$ cat config.mk
export PLATFORM = sky130hd
export DESIGN_NAME = rect_fill_engine_flat
export DESIGN_NICKNAME = d
export VERILOG_FILES = /design/src/rtl/fb_pkg.sv /design/src/rtl/rect_fill_engine_if.sv /design/src/rtl/fb_row_walker.sv /design/src/rtl/rect_fill_engine.sv /design/src/flat_wrapper.sv
export SDC_FILE = /design/constraint.sdc
export NUM_CORES = 1
export LEC_CHECK = 0
export ABC_CLOCK_PERIOD_IN_PS = 5720
export CORE_ASPECT_RATIO = 1.2
export CORE_UTILIZATION = 56
export DETAILED_ROUTE_END_ITERATION = 6
export PLACE_DENSITY = 0.85
export SYNTH_ARGS = -nofsm -noshare
export SYNTH_HDL_FRONTEND = slang
export SYNTH_SLANG_ARGS = --single-unit
$ cat constraint.sdc
create_clock -name clk -period 5.72 [get_ports clk]
set_clock_uncertainty 0.2 [all_clocks]
set_input_delay 1.43 -clock clk [delete_from_list [all_inputs] [get_ports clk]]
set_output_delay 1.43 -clock clk [all_outputs]
set_load 0.01 [all_outputs]
$ cat src/rtl/fb_pkg.sv
// Shared frame-buffer geometry, fill FSM states and the byte-lane mask helper.
package fb_pkg;

    localparam int unsigned FB_WIDTH   = 400;
    localparam int unsigned FB_HEIGHT  = 300;
    localparam int unsigned X_BITS     = 9;
    localparam int unsigned Y_BITS     = 9;
    localparam int unsigned ADDR_BITS  = 17;
    localparam int unsigned COLOR_BITS = 6;

    typedef enum logic [1:0] {
        IDLE,
        SETUP,
        FILL,
        DONE
    } fill_state_t;

    // Enable lanes first_lane..last_lane inclusive within one 32-bit word.
    function automatic logic [3:0] lane_mask(input logic [1:0] first_lane,
                                             input logic [1:0] last_lane);
        logic [3:0] m;
        m = '0;
        for (int unsigned i = 0; i < 4; i++) begin
            if (2'(i) >= first_lane && 2'(i) <= last_lane) begin
                m[i] = 1'b1;
            end
        end
        return m;
    endfunction

endpackage

$ cat src/rtl/rect_fill_engine_if.sv
// Command handshake plus frame-buffer write port of the rectangle fill engine.
interface rect_fill_engine_if;
    import fb_pkg::*;

    logic                  cmd_valid;
    logic                  cmd_ready;
    logic [X_BITS-1:0]     cmd_x;
    logic [Y_BITS-1:0]     cmd_y;
    logic [X_BITS-1:0]     cmd_w;
    logic [Y_BITS-1:0]     cmd_h;
    logic [COLOR_BITS-1:0] cmd_color;
    logic                  busy;
    logic                  done;
    logic                  err;
    logic [31:0]           buffer_addr;
    logic [31:0]           buffer_din;
    logic                  buffer_en;
    logic                  buffer_rst;
    logic [3:0]            buffer_we;

    // Command issuer / frame-buffer side.
    modport master (
        output cmd_valid, cmd_x, cmd_y, cmd_w, cmd_h, cmd_color,
        input  cmd_ready, busy, done, err,
        input  buffer_addr, buffer_din, buffer_en, buffer_rst, buffer_we
    );

    // Engine side.
    modport slave (
        input  cmd_valid, cmd_x, cmd_y, cmd_w, cmd_h, cmd_color,
        output cmd_ready, busy, done, err,
        output buffer_addr, buffer_din, buffer_en, buffer_rst, buffer_we
    );

endinterface

$ cat src/rtl/fb_row_walker.sv
// Column cursor for one rectangle row: current word span, lane mask, end-of-row flag.
module fb_row_walker
    import fb_pkg::*;
(
    input  logic              clk,
    input  logic              rst,
    input  logic              load,
    input  logic [X_BITS-1:0] load_x,
    input  logic [X_BITS-1:0] x_start,
    input  logic [X_BITS:0]   x_end,
    input  logic              advance,
    output logic [X_BITS:0]   cx,
    output logic [3:0]        lanes,
    output logic              row_end
);

    localparam logic [X_BITS:0] ONE  = 1;
    localparam logic [X_BITS:0] STEP = 4;

    logic [X_BITS:0] cx_q, cx_d;
    logic [X_BITS:0] x_last;
    logic [X_BITS:0] word_base;

    // Lane span of the word under the cursor and the cursor's next position.
    always_comb begin
        x_last    = x_end - ONE;
        word_base = {cx_q[X_BITS:2], 2'b00};
        row_end   = (x_last[X_BITS:2] == cx_q[X_BITS:2]);
        lanes     = lane_mask(cx_q[1:0], row_end ? x_last[1:0] : 2'd3);
        cx_d      = cx_q;
        if (load) begin
            cx_d = {1'b0, load_x};
        end else if (advance) begin
            cx_d = row_end ? {1'b0, x_start} : word_base + STEP;
        end
    end

    // Cursor register.
    always_ff @(posedge clk or posedge rst) begin
        if (rst) cx_q <= '0;
        else     cx_q <= cx_d;
    end

    assign cx = cx_q;

endmodule

$ cat src/rtl/rect_fill_engine.sv
// Rectangle fill engine: accepts fill commands and writes up to 4 pixels per cycle
// into the byte-addressed frame buffer. Define RECT_CLIP_EN to clip rectangles to the
// frame instead of rejecting out-of-bounds commands with err.
module rect_fill_engine
    import fb_pkg::*;
(
    input logic               clk,
    input logic               rst,
    rect_fill_engine_if.slave bus
);

    localparam logic [X_BITS:0]    X_LIMIT = (X_BITS + 1)'(FB_WIDTH);
    localparam logic [Y_BITS:0]    Y_LIMIT = (Y_BITS + 1)'(FB_HEIGHT);
    localparam logic [Y_BITS:0]    Y_ONE   = 1;
    localparam logic [ADDR_BITS-1:0] ROW_STEP = ADDR_BITS'(FB_WIDTH);

    fill_state_t state_q, state_d;

    logic [X_BITS-1:0]     x_q, x_d, w_q, w_d;
    logic [Y_BITS-1:0]     y_q, y_d, h_q, h_d;
    logic [COLOR_BITS-1:0] color_q, color_d;
    logic [Y_BITS:0]       ry_q, ry_d;
    logic [ADDR_BITS-1:0]  row_base_q, row_base_d;
    logic                  last_q, last_d;

    logic        ready_q, ready_d, busy_q, busy_d, done_q, done_d, err_q, err_d;
    logic        en_q, en_d;
    logic [3:0]  we_q, we_d;
    logic [31:0] addr_q, addr_d, din_q, din_d;

    logic [X_BITS:0]      x_end_raw, x_end, cx;
    logic [Y_BITS:0]      y_end_raw, y_end;
    logic                 reject, empty, accept, issue, row_end;
    logic [3:0]           lanes;
    logic [ADDR_BITS-1:0] rb_cur, pix_index;

    assign accept = ready_q && bus.cmd_valid;

    fb_row_walker u_walker (
        .clk     (clk),
        .rst     (rst),
        .load    (accept),
        .load_x  (bus.cmd_x),
        .x_start (x_q),
        .x_end   (x_end),
        .advance (issue),
        .cx      (cx),
        .lanes   (lanes),
        .row_end (row_end)
    );

    // Rectangle extents from the latched command and the bounds rule.
    always_comb begin
        x_end_raw = {1'b0, x_q} + {1'b0, w_q};
        y_end_raw = {1'b0, y_q} + {1'b0, h_q};
`ifdef RECT_CLIP_EN
        x_end  = (x_end_raw > X_LIMIT) ? X_LIMIT : x_end_raw;
        y_end  = (y_end_raw > Y_LIMIT) ? Y_LIMIT : y_end_raw;
        reject = 1'b0;
`else
        x_end  = x_end_raw;
        y_end  = y_end_raw;
        reject = (x_end_raw > X_LIMIT) || (y_end_raw > Y_LIMIT);
`endif
        empty = (x_end <= {1'b0, x_q}) || (y_end <= {1'b0, y_q});
    end

    // Next state, command latch, row stepping and registered port values.
    // The first word is issued from SETUP so registered writes land in the FILL cycles;
    // FILL then runs one cycle past the last issue to present it.
    always_comb begin
        state_d    = state_q;
        x_d        = x_q;
        y_d        = y_q;
        w_d        = w_q;
        h_d        = h_q;
        color_d    = color_q;
        ry_d       = ry_q;
        row_base_d = row_base_q;
        last_d     = last_q;
        issue      = 1'b0;
        rb_cur     = (state_q == SETUP) ? ADDR_BITS'(y_q) * ROW_STEP : row_base_q;
        pix_index  = rb_cur + ADDR_BITS'(cx);

        case (state_q)
            IDLE: begin
                if (accept) begin
                    state_d = SETUP;
                    x_d     = bus.cmd_x;
                    y_d     = bus.cmd_y;
                    w_d     = bus.cmd_w;
                    h_d     = bus.cmd_h;
                    color_d = bus.cmd_color;
                    ry_d    = {1'b0, bus.cmd_y};
                    last_d  = 1'b0;
                end
            end
            SETUP: begin
                if (reject || empty) begin
                    state_d = DONE;
                end else begin
                    state_d = FILL;
                    issue   = 1'b1;
                end
            end
            FILL: begin
                if (last_q) state_d = DONE;
                else        issue   = 1'b1;
            end
            DONE: state_d = IDLE;
            default: state_d = IDLE;
        endcase

        if (issue) begin
            row_base_d = rb_cur;
            if (row_end) begin
                if (ry_q + Y_ONE == y_end) begin
                    last_d = 1'b1;
                end else begin
                    row_base_d = rb_cur + ROW_STEP;
                    ry_d       = ry_q + Y_ONE;
                end
            end
        end

        ready_d = (state_d == IDLE);
        busy_d  = (state_d != IDLE);
        done_d  = (state_d == DONE);
        err_d   = (state_q == SETUP) && reject;
        en_d    = issue;
        we_d    = issue ? lanes : '0;
        addr_d  = issue ? (32'(pix_index) & 32'hFFFF_FFFC) : addr_q;
        din_d   = issue ? {4{8'(color_q)}} : din_q;
    end

    // State, command and output registers.
    always_ff @(posedge clk or posedge rst) begin
        if (rst) begin
            state_q    <= IDLE;
            x_q        <= '0;
            y_q        <= '0;
            w_q        <= '0;
            h_q        <= '0;
            color_q    <= '0;
            ry_q       <= '0;
            row_base_q <= '0;
            last_q     <= 1'b0;
            ready_q    <= 1'b1;
            busy_q     <= 1'b0;
            done_q     <= 1'b0;
            err_q      <= 1'b0;
            en_q       <= 1'b0;
            we_q       <= '0;
            addr_q     <= '0;
            din_q      <= '0;
        end else begin
            state_q    <= state_d;
            x_q        <= x_d;
            y_q        <= y_d;
            w_q        <= w_d;
            h_q        <= h_d;
            color_q    <= color_d;
            ry_q       <= ry_d;
            row_base_q <= row_base_d;
            last_q     <= last_d;
            ready_q    <= ready_d;
            busy_q     <= busy_d;
            done_q     <= done_d;
            err_q      <= err_d;
            en_q       <= en_d;
            we_q       <= we_d;
            addr_q     <= addr_d;
            din_q      <= din_d;
        end
    end

    assign bus.cmd_ready   = ready_q;
    assign bus.busy        = busy_q;
    assign bus.done        = done_q;
    assign bus.err         = err_q;
    assign bus.buffer_en   = en_q;
    assign bus.buffer_we   = we_q;
    assign bus.buffer_addr = addr_q;
    assign bus.buffer_din  = din_q;
    assign bus.buffer_rst  = 1'b0;

endmodule

$ cat src/flat_wrapper.sv
// flat-port wrapper written by rule: the top's interface ports become plain ports
module rect_fill_engine_flat import fb_pkg::*;
  (clk, rst, bus_cmd_valid, bus_cmd_x, bus_cmd_y, bus_cmd_w, bus_cmd_h, bus_cmd_color, bus_cmd_ready, bus_busy, bus_done, bus_err, bus_buffer_addr, bus_buffer_din, bus_buffer_en, bus_buffer_rst, bus_buffer_we);
  rect_fill_engine_if bus_i ();
  input logic clk;
  input logic rst;
  input wire logic [$bits(bus_i.cmd_valid)-1:0] bus_cmd_valid;
  input wire logic [$bits(bus_i.cmd_x)-1:0] bus_cmd_x;
  input wire logic [$bits(bus_i.cmd_y)-1:0] bus_cmd_y;
  input wire logic [$bits(bus_i.cmd_w)-1:0] bus_cmd_w;
  input wire logic [$bits(bus_i.cmd_h)-1:0] bus_cmd_h;
  input wire logic [$bits(bus_i.cmd_color)-1:0] bus_cmd_color;
  output wire logic [$bits(bus_i.cmd_ready)-1:0] bus_cmd_ready;
  output wire logic [$bits(bus_i.busy)-1:0] bus_busy;
  output wire logic [$bits(bus_i.done)-1:0] bus_done;
  output wire logic [$bits(bus_i.err)-1:0] bus_err;
  output wire logic [$bits(bus_i.buffer_addr)-1:0] bus_buffer_addr;
  output wire logic [$bits(bus_i.buffer_din)-1:0] bus_buffer_din;
  output wire logic [$bits(bus_i.buffer_en)-1:0] bus_buffer_en;
  output wire logic [$bits(bus_i.buffer_rst)-1:0] bus_buffer_rst;
  output wire logic [$bits(bus_i.buffer_we)-1:0] bus_buffer_we;
  assign bus_i.cmd_valid = bus_cmd_valid;
  assign bus_i.cmd_x = bus_cmd_x;
  assign bus_i.cmd_y = bus_cmd_y;
  assign bus_i.cmd_w = bus_cmd_w;
  assign bus_i.cmd_h = bus_cmd_h;
  assign bus_i.cmd_color = bus_cmd_color;
  assign bus_cmd_ready = bus_i.cmd_ready;
  assign bus_busy = bus_i.busy;
  assign bus_done = bus_i.done;
  assign bus_err = bus_i.err;
  assign bus_buffer_addr = bus_i.buffer_addr;
  assign bus_buffer_din = bus_i.buffer_din;
  assign bus_buffer_en = bus_i.buffer_en;
  assign bus_buffer_rst = bus_i.buffer_rst;
  assign bus_buffer_we = bus_i.buffer_we;
  rect_fill_engine u_core (.clk(clk), .rst(rst), .bus(bus_i));
endmodule
==> results of run 1 <==
path summary, 6_finish.rpt:
kind                                         from                         to  cells after the start
worst max-delay path                u_core.x_q[0]      u_core.u_walker.cx[4]                     19
worst min-delay path            u_core.color_q[0]          u_core.color_q[0]                      2
worst max register to register      u_core.x_q[0]      u_core.u_walker.cx[4]                     19
worst min register to register  u_core.color_q[0]          u_core.color_q[0]                      2
max in group asynchronous                     rst  u_core.bus.buffer_din[27]                      3
min in group asynchronous                     rst      u_core.row_base_q[16]                      2
placed cells by master (no fill, tap or decap), types with 4 or more instances in the layout:
master and instances:
o21bai_1 4, nand2_1 161, o31a_1 5, or3_1 8, or2_2 7, a21oi_1 27
and3_1 13, fa_1 6, xor2_1 17, a21o_1 13, o31ai_1 15, ha_1 80
mux2i_1 17, conb_1 26, inv_6 4, nand4_1 6, nand2b_1 9, xnor2_1 38
and2_1 11, clkbuf_16 9, nor4_1 6, o211ai_1 8, inv_1 51, o21a_1 15
a31oi_1 5, o21ai_0 49, buf_4 7, nor2_1 39, nor3_1 13, o21ai_1 12
nand3_1 29, nor2b_1 6, a211oi_1 12, a211o_1 8, clkdlybuf4s50_1 92, mux2_2 10
dfrtp_1 111
through the flow:
step	util	worst slack, ps	instance area [sq um]	cells	hold WS, ps
detailed placement	0.638	918	9270	1199	259
global placement	0.638	1040	9270	1199	253
finish	0.657	904	9550	1215	272
CTS	0.657	904	9550	1215	277
floorplan	-	1130	8490	975	242
global route	0.657	464	9550	1215	301
tightest hold or removal path, stage by stage, from the launching register on:
cell and delay [ps]:
dfrtp_1 340, nand2_1 50, nand2_1 50
area by class of cell:
cell class / instances / area share
multi-input combinational: 733 / 0.527
sequential: 112 / 0.294
timing repair buffer: 99 / 0.102
tap: 200 / 0.0262
clock buffer: 10 / 0.0240
inverter: 55 / 0.0219
clock inverter: 6 / 0.00537
logic make-up after synthesis:
kind of cell             count (synthesis)
flip-flops                             112
other                                    1
buffers and inverters                  130
AND/OR/NAND/NOR                        331
XOR/XNOR                                58
adder cells (fa/ha/maj)                 86
multiplexers                            27
AO/OA/AOI/OAI                          205
per-layer routing:
layer  GRT usage  part of all wire  vias to the layer above
met3      0.0308             0.052                       40
met5           0                 0                        -
li1            -                 -                     3381
met2       0.436              0.48                      226
met4       0.124             0.030                        0
met1       0.330              0.44                     3265
flip-flops by register name, summed over array words and instances (netlist names):
name / flops
u_core.bus.buffer_we: 4
u_core.bus.err: 1
u_core.h_q: 9
u_core.bus.buffer_en: 1
u_core.state_q: 2
u_core.last_q: 1
u_core.color_q: 6
u_core.row_base_q: 17
u_core.bus.busy: 1
u_core.bus.done: 1
u_core.w_q: 9
u_core.bus.cmd_ready: 1
u_core.bus.buffer_addr: 15
u_core.x_q: 9
u_core.ry_q: 10
u_core.y_q: 9
u_core.bus.buffer_din: 6
u_core.u_walker.cx: 10
==> impl_metrics.ini, run 1 <==
[critical_path]
end_kind = flip-flop
crit_path_max_fanout = 48
crit_arrival_ps = 4860
worstPathCellList = ha_1, inv_1, fa_1, nor2b_1, o221a_2, mux2i_1, nand3_1, inv_1, ha_1, and3_1, nand3_1, a211oi_1, o221a_1, a311oi_1, a41oi_4, buf_4, and3_1, a41oi_1, o211ai_1
cp-start-kind = flip-flop
critPathRequiredTime_ps = 5760
slowest_stage = fa_1
criticalPathCategory = reg -> reg
rrSetupSlack_ps = 900
cp_top_family = compound AO/OA/AOI/OAI gates
path_buf_inv = 3
cpPeakStageDelay_ps = 420

[timing]
fmax_ghz = 0.208
drv_slew = 0
setup_tns_ps = 0
min_period_over_period = 0.842
tightest_slew_ps = 994
rsz0062_at_grt = false
setup_viol = 0
min_period_ps = 4820
slew_headroom = 0.337
final_hold_viol_count = 0

[yosys]
synth_compound_area_frac = 0.166
synth_most_common_cell = nand2_1
synth_ff_type = dfrtp_1
yosysWarnings = 0
synth-simple-area-share = 0.187
seq_area_frac_synth = 0.334
synth_edf_count = 0
synth_top_cells_by_count = 161 x nand2_1, 111 x dfrtp_1, 80 x ha_1, 52 x inv_1, 49 x o21ai_0
synth_area_leaders = dfrtp_1 33%, ha_1 12%, nand2_1 7.2%, xnor2_1 4.0%, buf_4 3.9%
post-synth-top-area-cell = dfrtp_1
synth_seq_cells = 112
yosys.area_share.xor_xnor = 0.0639
synthMuxAreaShare = 0.0337
netlist_area_sq_mm = 0.00840
synthAdderAreaFrac = 0.133
synthCells = 950
post_synth_num_cell_types = 81
synth_top_family_by_area = simple AND/OR/NAND/NOR gates
synthArstFlopShare = 1.00
synth_top_area_share = 0.331
avgSynthCellArea_sq_um = 8.84

[place]
portBuffers = 92
dp_hpwl_um = 14300
globalplace.congestion = 0.914

[clock_tree]
clkSlewWorstSetupHoldPaths_ps = 80
ctsHoldBuffers = 0
clk_latency_ps = 370
clockBufferDepth = 2
cts.sinks = 112
post_cts_resized = 0
htreeDepth = 3
numCtsBuffers = 9
clockRootBuffer = clkbuf_16
cts_setup_buffers = 0
cts_tree = done

[cells_and_area]
regArea_sq_mm = 0.00280
layout-drive-gt1-share = 0.0631
multi_input_area_sq_mm = 0.00503
nets = 1141
fillers = 1230
area_growth_pct = 13.7
diodes = 0

[drt]
via_per_inst = 5.69
vias = 6912
first_iter_violations = 360
wl_per_cell_um = 15.6
drt-pass1-iter-count = 5
ant_nets = 0
finalWirelength_um = 18900
route.detailed.drc = 0

[global_route]
track_usage = 0.258
grt_pass1_wl_um = 31100
grt_max_degree = 49
grt_pass1_vias = 6460
globalRouteOverflowTotal = 0
antenna_found_initial = 0

[floorplan]
rows = 48
initial_core_util = 0.578
coreArea_sq_mm = 0.0145
die_area_sq_mm = 0.0155
pin_count = 119
die_x_um = 114
die_h_um = 136

[outcome]
outcome = completed

[hold_path]
hold_path.class = reg -> reg

[run]
max_cap_violations = 0
Power of run 1 is left out: the tool's default activity adds up to more than one toggle a clock period on the data nets, which glitch-free logic cannot reach.
==> run 2: changes to the inputs <==
Settings changed: ABC_CLOCK_PERIOD_IN_PS 5720 to 4400, CORE_UTILIZATION 56 to 51, PLACE_DENSITY 0.85 to 0.81.
Clock period 5.72 ns to 4.4 ns, I/O delays scaled along.
==> run 2 against run 1 <==
Final cell count is 3.9% higher. Register-to-register slack worse by 770 ps. Utilization is 3.9 points lower. Via count is 2.9% higher. Sequential share of layout area is 1.2 points lower. Non-clock buffer count is 35 higher. Routed wire length is 7.0% higher. Highest routed layer unchanged.
==> impl_metrics.ini, run 2 (synthesis results as in run 1) <==
[drt]
wl_per_cell_um = 16.0
drt-pass1-iter-count = 5
finalWirelength_um = 20200
vias = 7113
via_per_inst = 5.64
ant_nets = 0
first_iter_violations = 479
route.detailed.drc = 0

[critical_path]
crit_path_max_fanout = 5
critPathRequiredTime_ps = 4460
cp-start-kind = flip-flop
criticalPathCategory = reg -> reg
crit_arrival_ps = 4330
end_kind = flip-flop

[global_route]
grt_max_degree = 54
grt_pass1_vias = 6960
globalRouteOverflowTotal = 0
track_usage = 0.246
antenna_found_initial = 0
grt_pass1_wl_um = 33300

[timing]
fmax_ghz = 0.235
setup_viol = 0
slew_headroom = 0.489
min_period_over_period = 0.969
worst_slack_ps = 139
setup_tns_ps = 0
tightest_slew_ps = 764
drv_slew = 0
min_period_ps = 4260
final_hold_viol_count = 0

[place]
portBuffers = 92
dp_hpwl_um = 15100
globalplace.congestion = 0.894
pre_cts_ws_ps = -4.92
dpl_cell_area_sq_mm = 0.00954

[clock_tree]
numCtsBuffers = 9
cts.sinks = 112
clockRootBuffer = clkbuf_16
htreeDepth = 3
clk_latency_ps = 360
ctsHoldBuffers = 0
clkSlewWorstSetupHoldPaths_ps = 70
cts_tree = done
clockBufferDepth = 2

[floorplan]
die_h_um = 143
coreArea_sq_mm = 0.0161
die_x_um = 119
initial_core_util = 0.520
pin_count = 119
die_area_sq_mm = 0.0170
rows = 51

[cells_and_area]
mostFrequentLayoutCells = 160 x nand2_1, 108 x dfrtp_1, 92 x clkdlybuf4s50_1
area_growth_pct = 18.8
finalInstanceArea_sq_mm = 0.00998
nets = 1176
diodes = 0
regMostFlops = u_core.row_base_q
layout-drive-gt1-share = 0.113
largest_reg_flops = 17
layout_commonest_cell = nand2_1

[run]
max_cap_violations = 0

[outcome]
outcome = completed

[hold_path]
hold_path.class = reg -> reg
## run 2: critical path, cell delays in order (launching register included)
cell     delay, ps
dfrtp_2        440
ha_1           310
ha_1           310
fa_1           540
ha_4           230
a21o_1         190
a21oi_2        180
xnor2_1        130
mux2i_1        100
or2_2          280
or3b_2         500
or3_1          340
o21a_1         180
o31ai_1        220
## run 2: layout make-up
class	instances	area, sq um
sequential	112	2810
tap	212	265
inverter	55	209
clock inverter	6	45.0
multi-input combinational	733	5130
clock buffer	10	229
fill	1358	6170
timing repair buffer	134	1290
## run 2: repair_timing
item | CTS | global route
pin swaps | 0 | 5
buffers inserted | 0 | 4
cloned | 0 | 2
endpoints found under the setup margin | 4 | 61
resized for setup | 3 | 23
## run 2: metal layers
metal	track usage	vias up	wire, um
met2	0.436	251	10000
li1	-	3454	-
met3	0.0248	47	1010
met4	0.102	0	602
met1	0.306	3361	8610
met5	0	-	0
## run 2: through the flow
| step | instances | hold slack, ps | utilization |
|---|---|---|---|
| after global routing | 1262 | 303 | 0.618 |
| after CTS | 1256 | 281 | 0.608 |
| after detailed placement | 1240 | 263 | 0.591 |
| final | 1262 | 276 | 0.618 |
| after floorplan | 975 | 242 | - |
| after global placement | 1240 | 253 | 0.591 |
## run 2: worst paths after layout
| kind | from | endpoint | slack (ps) | depth (start not counted) |
|---|---|---|---|---|
| hold / removal | u_core.color_q[0] | u_core.color_q[0] | 280 | 2 |
| hold reg to reg | u_core.color_q[0] | u_core.color_q[0] | 280 | 2 |
| max in group asynchronous | rst | u_core.bus.cmd_ready | 2330 | 3 |
| setup reg to reg | u_core.y_q[2] | u_core.row_base_q[16] | 140 | 13 |
| min in group asynchronous | rst | u_core.color_q[1] | 960 | 2 |
| setup / recovery | u_core.y_q[2] | u_core.row_base_q[16] | 140 | 13 |
Power of run 2 is left out for the same reason.
==> run 3: changes to the inputs <==
Settings changed: CORE_UTILIZATION 51 to 30, PLACE_DENSITY 0.81 to 0.54.
==> run 3 against run 2 <==
Non-clock buffer count is 24 higher. Via count is 2.5% lower. Critical path depth stayed put. Sequential cell count stayed put. Critical path type unchanged. Critical endpoint unchanged. Highest routed layer unchanged.
==> impl_metrics.ini, run 3 (synthesis results as in run 1) <==
[floorplan]
die_h_um = 185
rows = 66
coreArea_sq_mm = 0.0273
initial_core_util = 0.307
die_area_sq_mm = 0.0287
die_x_um = 155
pin_count = 119

[clock_tree]
htreeDepth = 3
clkSlewWorstSetupHoldPaths_ps = 80
numCtsBuffers = 9
clk_latency_ps = 360
cts_tree = done
cts.sinks = 112
clockBufferDepth = 2
clockRootBuffer = clkbuf_16

[cells_and_area]
multi_input_area_sq_mm = 0.00524
layout_commonest_cell = nand2_1
layout-drive-gt1-share = 0.144
regMostFlops = u_core.row_base_q
instances_no_fill = 1447
mostFrequentLayoutCells = 161 x nand2_1, 108 x dfrtp_1, 92 x clkdlybuf4s50_1
fillers = 2760
largest_reg_flops = 17
regArea_sq_mm = 0.00281
nets = 1200
area_growth_pct = 24.7
diodes = 0

[hold_path]
hold_path.class = reg -> reg
whs_path_depth = 2

[drt]
wl_met1_um = 10300
via_per_inst = 4.79
vias = 6933
finalWirelength_um = 21700
route.met3.wl_um = 706
ant_nets = 0
top_layer = met4
met2_length_um = 10300
drt-pass1-iter-count = 5
wl_per_cell_um = 15.0
route.detailed.drc = 0
first_iter_violations = 400

[run]
max_cap_violations = 0

[place]
dp_cells = 1418
dp_hpwl_um = 16800
portBuffers = 92
pre_cts_ws_ps = -4.26
globalplace.congestion = 0.876

[timing]
setup_viol = 0
tightest_slew_ps = 711
min_period_over_period = 0.974
rsz0062_at_grt = false
slew_headroom = 0.526
worst_slack_ps = 116
final_hold_viol_count = 0
drv_slew = 0
min_period_ps = 4280
fmax_ghz = 0.233

[global_route]
antenna_found_initial = 0
grt_max_degree = 50
grt_pass1_vias = 6656
track_usage = 0.154
grt_pass1_wl_um = 34700
globalRouteOverflowTotal = 0

[outcome]
outcome = completed

[critical_path]
end_kind = flip-flop
r2r_cells = 13
critPathRequiredTime_ps = 4470
crit_arrival_ps = 4350
cp-start-kind = flip-flop
crit_path_max_fanout = 5
criticalPathCategory = reg -> reg
-- run 3: metrics by stage --
stage	util	TNS, ps	hold slack, ps	instance area (sq um)
2_1_floorplan	-	0	242	8490
3_3_place_gp	0.361	-3.31	253	9860
3_5_place_dp	0.361	-7.64	259	9860
4_1_cts	0.371	0	277	10100
5_1_grt	0.383	0	289	10500
6_report	0.383	0	270	10500
-- run 3: layer usage --
layer	vias to the layer above	global-route usage
li1	3485	-
met2	142	0.263
met4	0	0.0554
met5	-	0
met3	24	0.0159
met1	3282	0.202
-- run 3: worst max-delay path: stages, from the launching register on --
cell	delay [ps]
dfrtp_2	460
ha_1	310
ha_1	310
fa_1	540
ha_4	230
a21o_1	190
a21oi_2	170
xnor2_1	130
mux2i_1	100
or2_2	280
or3b_2	500
or3_1	350
o21a_1	190
o31ai_1	230
-- run 3: area by class of cell --
type	count	area share
clock buffers	11	0.0232
clock inverters	4	0.00287
inverters	55	0.0200
flip-flops and latches	112	0.268
repair buffers	158	0.141
well taps	374	0.0447
multi-input cells	733	0.500
-- run 3: repair_timing --
| item | in CTS | in global routing |
|---|---|---|
| setup buffers | 0 | 13 |
| hold buffers | 0 | 0 |
| gates cloned | 0 | 1 |
| hold endpoints to repair | 0 | 0 |
| setup endpoints to repair | 14 | 63 |
| resized for setup | 2 | 38 |
| pin swaps | 0 | 15 |
-- run 3: path summary, 6_finish.rpt --
check | startpoint | slack (ps) | end
max | u_core.y_q[2] | 120 | u_core.row_base_q[16]
min | u_core.color_q[4] | 270 | u_core.color_q[4]
max reg2reg | u_core.y_q[2] | 120 | u_core.row_base_q[16]
min in group asynchronous | rst | 920 | u_core.w_q[3]
max in group asynchronous | rst | 2280 | u_core.bus.cmd_ready
min reg2reg | u_core.color_q[4] | 270 | u_core.color_q[4]
Power of run 3 is left out for the same reason.
